==> src/rtl/pi_step_controller.sv <==
// ---------------------------------------------------------------------------
// pi_step_controller
//
// Sequencer for the 5x5 lane-permutation datapath. On an accepted start it
// loads a line, seeds (i,j)=(3,3), then walks the permutation cycle. For each
// step it computes the next index, reduces it mod 5 by repeated +5, then
// reads, writes and updates. The walk ends when the datapath reports that
// the coordinates are back at (3,3).
//
// Handshake: start is sampled only in IDLE. Each accepted start produces
// exactly one finish/ok pulse, error exits included. busy is high from
// leaving IDLE until IDLE is re-entered. A start that arrives while busy is
// dropped, not queued.
//
// Ports
//   clk, rst        rising-edge clock, synchronous active-high reset
//   start           walk request (IDLE only)
//   sign            datapath iNextPosAdd5[4]; 1 = candidate index negative
//   done            datapath flag (iReg==3 && jReg==3); used only in TST
//   initLine .. ok  Moore control strobes to the datapath / memory block
//   ALUop, fbeq,
//   fb3j, enable    unused controls, tied low
//   busy, finish    top-level status
//   err             sticky limit-exceeded flag; cleared by rst or next start
//   dbg_state       current state encoding:
//                   0 IDLE 1 INIT 2 CALC 3 CHK 4 MOD 5 RD 6 WR 7 UPD
//                   8 TST 9 FIN
// ---------------------------------------------------------------------------
module pi_step_controller #(
  parameter int MAX_STEPS = 24,
  parameter int MOD_MAX   = 4
) (
  input  logic       clk,
  input  logic       rst,
  input  logic       start,
  input  logic       sign,
  input  logic       done,
  output logic       initLine,
  output logic       firstread,
  output logic       IJen,
  output logic       IJregen,
  output logic       isArith,
  output logic       ldTillPositive,
  output logic       waitCalNexti,
  output logic       read,
  output logic       writeVal,
  output logic       writeMemReg,
  output logic       write,
  output logic       update,
  output logic       ok,
  output logic       ALUop,
  output logic       fbeq,
  output logic       fb3j,
  output logic       enable,
  output logic       busy,
  output logic       finish,
  output logic       err,
  output logic [3:0] dbg_state
);

  typedef enum logic [3:0] {
    S_IDLE = 4'd0,
    S_INIT = 4'd1,
    S_CALC = 4'd2,
    S_CHK  = 4'd3,
    S_MOD  = 4'd4,
    S_RD   = 4'd5,
    S_WR   = 4'd6,
    S_UPD  = 4'd7,
    S_TST  = 4'd8,
    S_FIN  = 4'd9
  } state_t;

  localparam logic [4:0] STEP_LIM = 5'(MAX_STEPS);
  localparam logic [2:0] MOD_LIM  = 3'(MOD_MAX);

  state_t     state;
  state_t     state_nxt;
  logic [4:0] step_cnt;
  logic [2:0] mod_cnt;

  // Limit checks fire before either counter can overflow.
  logic mod_ok;
  logic step_limit;
  assign mod_ok     = (mod_cnt < MOD_LIM);
  assign step_limit = (step_cnt == STEP_LIM);

  assign ALUop     = 1'b0;
  assign fbeq      = 1'b0;
  assign fb3j      = 1'b0;
  assign enable    = 1'b0;
  assign dbg_state = state;

  // Next-state logic. done is deliberately looked at only in TST: right
  // after INIT the seed is (3,3), so done is already high and must not end
  // the walk.
  always_comb begin
    state_nxt = state;
    case (state)
      S_IDLE: if (start) state_nxt = S_INIT;
      S_INIT: state_nxt = S_CALC;
      S_CALC: state_nxt = S_CHK;
      S_CHK: begin
        if (!sign)       state_nxt = S_RD;
        else if (mod_ok) state_nxt = S_MOD;
        else             state_nxt = S_FIN;
      end
      S_MOD:  state_nxt = S_CHK;
      S_RD:   state_nxt = S_WR;
      S_WR:   state_nxt = S_UPD;
      S_UPD:  state_nxt = S_TST;
      S_TST: begin
        if (done || step_limit) state_nxt = S_FIN;
        else                    state_nxt = S_CALC;
      end
      S_FIN:  state_nxt = S_IDLE;
      default: state_nxt = S_IDLE;
    endcase
  end

  // State, counters, sticky error and registered Moore outputs. Outputs are
  // decoded from the state being entered so they line up with the state
  // register cycle for cycle.
  always_ff @(posedge clk) begin
    if (rst) begin
      state          <= S_IDLE;
      step_cnt       <= '0;
      mod_cnt        <= '0;
      err            <= 1'b0;
      initLine       <= 1'b0;
      firstread      <= 1'b0;
      IJen           <= 1'b0;
      IJregen        <= 1'b0;
      isArith        <= 1'b0;
      ldTillPositive <= 1'b0;
      waitCalNexti   <= 1'b0;
      read           <= 1'b0;
      writeVal       <= 1'b0;
      writeMemReg    <= 1'b0;
      write          <= 1'b0;
      update         <= 1'b0;
      ok             <= 1'b0;
      finish         <= 1'b0;
      busy           <= 1'b0;
    end else begin
      state <= state_nxt;

      case (state)
        S_IDLE: begin
          if (start) begin
            err      <= 1'b0;
            step_cnt <= '0;
            mod_cnt  <= '0;
          end
        end
        S_CALC: mod_cnt  <= '0;
        S_MOD:  mod_cnt  <= mod_cnt + 3'd1;
        S_UPD:  step_cnt <= step_cnt + 5'd1;
        S_CHK:  if (sign && !mod_ok) err <= 1'b1;
        S_TST:  if (!done && step_limit) err <= 1'b1;
        default: ;
      endcase

      initLine       <= 1'b0;
      firstread      <= 1'b0;
      IJen           <= 1'b0;
      IJregen        <= 1'b0;
      isArith        <= 1'b0;
      ldTillPositive <= 1'b0;
      waitCalNexti   <= 1'b0;
      read           <= 1'b0;
      writeVal       <= 1'b0;
      writeMemReg    <= 1'b0;
      write          <= 1'b0;
      update         <= 1'b0;
      ok             <= 1'b0;
      finish         <= 1'b0;
      busy           <= (state_nxt != S_IDLE);

      case (state_nxt)
        S_INIT: begin
          initLine  <= 1'b1;
          firstread <= 1'b1;
          IJen      <= 1'b1;
          IJregen   <= 1'b1;
        end
        S_CALC: begin
          // waitCalNexti stays low: the accumulator takes j - 3i directly.
          isArith        <= 1'b1;
          ldTillPositive <= 1'b1;
        end
        S_MOD: begin
          waitCalNexti   <= 1'b1;
          ldTillPositive <= 1'b1;
        end
        S_RD: begin
          read        <= 1'b1;
          writeVal    <= 1'b1;
          writeMemReg <= 1'b1;
        end
        S_WR:  write <= 1'b1;
        S_UPD: begin
          update  <= 1'b1;
          IJregen <= 1'b1;
        end
        S_FIN: begin
          ok     <= 1'b1;
          finish <= 1'b1;
        end
        default: ;
      endcase
    end
  end

endmodule

==> config.mk <==
export PLATFORM = sky130hd
export DESIGN_NAME = pi_step_controller
export DESIGN_NICKNAME = d
export VERILOG_FILES = /design/src/rtl/pi_step_controller.sv
export SDC_FILE = /design/constraint.sdc
export NUM_CORES = 1
export LEC_CHECK = 0
export ABC_AREA = 1
export CORE_ASPECT_RATIO = 0.7
export CORE_MARGIN = 2
export CORE_UTILIZATION = 43
export CTS_CLUSTER_SIZE = 16
export DETAILED_ROUTE_END_ITERATION = 8
export PLACE_DENSITY = 0.75
export SYNTH_ARGS = -nofsm -noshare
export SYNTH_HDL_FRONTEND = slang
export SYNTH_SLANG_ARGS = --single-unit
==> constraint.sdc <==
create_clock -name clk -period 1.3 [get_ports clk]
set_input_delay 0.26 -clock clk [delete_from_list [all_inputs] [get_ports clk]]
set_output_delay 0.26 -clock clk [all_outputs]
set_load 0.05 [all_outputs]
Word-level counts from Yosys, hierarchy flattened
Cells that the tools add are included.
Cells by class
  add/sub/neg operators: 2
  $mul: 0
  div/mod/pow operators: 0
  $lt $le $gt $ge: 1
  equal/unequal tests: 19
  shift operators: 0
  mux-type cells: 22
  bitwise logic cells: 0
  reductions and logical operators: 16
Operator list (number)
  $eq A4 B3 Y1 const B: 8
  $pmux W4 S8: 1
  $mux W4: 4
  $eq A4 B2 Y1 const B: 3
  $mux W1: 12
  $pmux W5 S2: 1
  $pmux W3 S3: 1
  $eq A4 B1 Y1 const B: 2
  $eq A4 B4 Y1 const B: 2
  $ne A2 B2 Y1 const B: 3
  $reduce_bool A3 Y1: 2
  $reduce_or A2 Y1: 3
  $add A5 B1 Y5 const B: 1
  $eq A5 B5 Y1 const B: 1
  $mux W5: 1
  $logic_not A4 Y1: 1
  $reduce_and A2 Y1: 2
  $reduce_and A4 Y1: 1
  $reduce_bool A4 Y1: 1
  $add A3 B1 Y3 const B: 1
  $lt A3 B3 Y1 const B: 1
  $mux W3: 1
  $pmux W1 S3: 1
  $logic_and A1 B1 Y1: 2
  3 further kinds: 4
Storage, ports and cells
  register bits after elaboration: 23
  bits in latches: 0
  RAM bits: 0
  memory bits (read-only): 0
  output and inout port bits: 24
  word-level logic and storage cells: 74
  memories kept: 0

Depth between registers and ports, before layout
  depth after elaboration: 7
  depth in mapped cells: 9
  depth with buffers taken out: 9

Worst setup path before layout
OpenSTA, ideal clock, no wires.
  path type: register to register
  start: register state[2] (netlist: dbg_state[2])
  end: register ldTillPositive
  setup time: 114 ps
  data arrival time: 1440 ps
  path slack: -254 ps
  cell stages (with the launch flop): 10
  path buffers: 0
  period minus slack after synthesis: 1554 ps
  cell sequence: dfxtp_1 > inv_1 > nor2_2 > nand2_1 > nand2_1 > inv_1 > nand3_1 > nor2_1 > nand2_1 > nand2_1
Between the ends
  word-level cells in the longest chain between the ends: 6
  elaborated cells on any way between the ends: 16
RTL lines
  start, declared: RTL line 77  | state_t state;
  start signal, assigned: RTL line 146  | state <= state_nxt;
  $eq A4 B3 Y1 / $eq A4 B2 Y1 (equally long branches): RTL line 99  | case (state)
  $reduce_or A2 Y1 (no source line)
  $pmux W4 S8 (*): RTL line 99
  $eq A4 B3 Y1 / $eq A4 B2 Y1 (equally long branches): RTL line 180  | case (state_nxt)
  $reduce_or A2 Y1 (no source line) (*)
  $mux W1 (*): RTL line 180
  end signal, assigned: RTL line 169  | ldTillPositive <= 1'b0;
  end signal, assigned: RTL line 190  | ldTillPositive <= 1'b1;
  end signal, assigned: RTL line 194  | ldTillPositive <= 1'b1;
  end, declared: RTL line 43  | output logic ldTillPositive,
Mark *: on every way between the ends. The rest lies on a longest branch, timed or not.
A chain may end at the register's enable or synchronous reset.

Final worst setup path
  start: register step_cnt[0]
  end: register state[1] (netlist: dbg_state[1])
Between the ends
  word-level cells in the longest chain between the ends: 4
RTL lines
  start, declared: RTL line 79  | logic [4:0] step_cnt;
  start signal, assigned: RTL line 158  | S_UPD: step_cnt <= step_cnt + 5'd1;
  $eq A5 B5 Y1: RTL line 86  | assign step_limit = (step_cnt == STEP_LIM);
  $logic_or A1 B1 Y1: RTL line 113  | if (done || step_limit) state_nxt = S_FIN;
  $mux W4: RTL line 113
  $pmux W4 S8: RTL line 99
Every way passes these cells.

==> run metrics <==
Layout area overhead 55.28%; Setup crit start step_cnt[0]; Warnings, synthesis 0; GRT Util Overall 18.25%; status finished, violations left; synthesized cell area 0.001114 sq mm; Setup crit end kind register; PD cells 1211 mW/mm^2; setup total negative slack -302.2 ps; fin. max-slew vios 0; FILL cells 190; vias in the first global route 934; worst hold start mod_cnt[1]; Crit path buffers/inverters 4; Startpoint Class register; final setup violation count 6; share of the synthesized area in the top cell type 41.35%; largest net degree at the start of global routing 13; syn avg cell area 7.093 sq um; core area 0.002459 sq mm; Tmin final 1406 ps; floorplan row count 15; CP required 1460 ps; RR Endpoint dbg_state[1]; Die Wd 64.83 um; H-tree levels 1; sequential area share after synthesis between 40% and 50%; CP top delay family simple AND/OR/NAND/NOR gates; vias per inst 4.768; DRC viols 0; crit path capture dbg_state[1]; Sink Count 23; Worst Clk Skew 1.326 ps; largest area contributor in the netlist dfxtp_1; unrepaired setup endpoints after global routing yes; worst-skew pair later-pin latency ~270 ps; worst setup path category register to register; Post-synth top cells nand2_1, inv_1, dfxtp_1, nor2_1, nand3_1; 1st-iter DRT viols 43; worst-path cell chain inv_2, ha_4, nand4_1, nand3_1, nand2_1, inv_2, buf_4, buf_4, nor2_1; total global routing overflow 0; MaxCap Viol Count 0; WP depth 9; CP arrival 1570 ps; DR WL/cell 11.46 um; Multi-input gate area ~540 sq um; largest fanout on the critical path 6; number of flip-flops under the largest register name 5; Fin. Hold Viols 0; NumNets Final 199; IO Port Bufs 24; Syn Inst Count 157; Post-synth EDFFs 0; antenna cells 0; failing checks setup timing; LEAKAGE 0.8204 nW; Final ANT Viol Nets 0; register area 475.5 sq um; vias 1068; CTS Buffer Depth 2; Crit path largest cell delay 330 ps; Die Area between 0.003 and 0.004 sq mm; CTS tree yes; Biggest register step_cnt; top_reg_cell synth dfxtp_1; initial antenna violation count 0; Initial Util 45.29%; Final WS setup -105.7 ps; Reg2Reg Launch Point step_cnt[0]; Critical-path top delay cell dfxtp_2; Die Ht 46.58 um; wirelength, routed 2567 um; top cells by area, synth dfxtp_1, nand2_1, inv_1; Hold Crit Class register to register; reg2reg path depth 9; Setup WS pre-CTS -177.0 ps; First-pass DRT Iterations 4; unique cell type count in the Yosys netlist 22; number of synthesized register bits 23; hpwl dp 1943 um; num ports 29; fmax 711.4 MHz; ys async rst share 0%; worst hold slack 475.0 ps; final period utilization 108.1%; Root Driver clkbuf_8; R2R setup slack -110 ps; share of cells above drive strength 1 32.63%; VDD IR max 0.001035 V; top-count cell post-synth nand2_1; CTS Buf Count 3; Clock Pin Slew Worst Setup and Hold Paths 70 ps; GPL Wtd Cong 0.8173; first-pass GRT wire length 4008 um
-- final cells by class --
class,instances,area share (%)
inverters,26,5.644
flip-flops and latches,23,27.50
repair buffers,36,30.68
clock buffers,4,2.605
well taps,34,2.460
multi-input cells,101,31.11
-- cells in the final DEF (no fill, tap or decap), drive strengths merged --
master	count
nand2	35
or2	1
dfxtp	23
xor2	1
nor2	19
a31o	1
a21oi	10
clkdlybuf4s50	4
clkbuf	4
nand3	14
inv	26
ha	3
buf	32
o21ai	7
conb	4
nor3	2
nand4	3
a22oi	1
-- what timing repair did --
action                     4_1_cts  5_1_grt
resized for setup                2       16
setup endpoints to repair        4       15
hold buffers                     0        0
buffers inserted                 0        1
hold endpoints to repair         0        0
pin swaps                        1        4
-- cell families (layout without fill, tap and decap cells) --
kind of cell,count (synthesis),after routing,synth area share [%]
AO/OA/AOI/OAI,19,19,9.101
XOR/XNOR,1,1,0.7867
adder cells (fa/ha/maj),3,3,3.371
buffers and inverters,36,66,15.17
flip-flops,23,23,41.35
other,1,4,0.3368
AND/OR/NAND/NOR,74,74,29.89
-- how the worst min path moves through the flow --
stage | endpoint | cells past startpoint
6_report | mod_cnt[1] | 2
4_1_cts | mod_cnt[1] | 2
5_1_grt | mod_cnt[0] | 2
2_1_floorplan | mod_cnt[1] | 1
3_3_place_gp | mod_cnt[1] | 2
3_5_place_dp | mod_cnt[1] | 2
-- through the flow --
step / std cells / instance area (sq um) / power, mW / util, %
floorplan: 160 / 1132 / 1.267 / -
global placement: 219 / 1627 / 1.600 / 66.16
detailed placement: 219 / 1627 / 1.616 / 66.16
CTS: 223 / 1675 / 2.058 / 68.14
global route: 224 / 1729 / 2.187 / 70.33
finish: 224 / 1729 / 2.094 / 70.33
-- power breakdown --
group / total (mW) / leakage [nW] / internal (mW) / switching, mW
registers: 0.832 / 0.191 / 0.759 / 0.0732
logic: 0.824 / 0.607 / 0.358 / 0.465
clock network: 0.438 / 0.0228 / 0.219 / 0.219
total: 2.09 / 0.820 / 1.34 / 0.758
-- routing by layer --
layer | vias up | wire [um] | share of wire [%] | global-route usage, %
li1 | 549 | - | - | -
met1 | 480 | 1052 | 41 | 19.61
met2 | 33 | 1305 | 51 | 32.16
met3 | 6 | 161 | 6.3 | 5.868
met4 | 0 | 48 | 1.9 | 11.49
met5 | - | 0 | 0 | 0
-- worst register-to-register path: cells and delay by family, from the launching register on --
kind	cells	cell delay [ps]
simple gates	4	450
buf+inv	4	410
flops	1	330
fa+ha+maj	1	120
No activity file was read; power rests on OpenSTA's default activity.
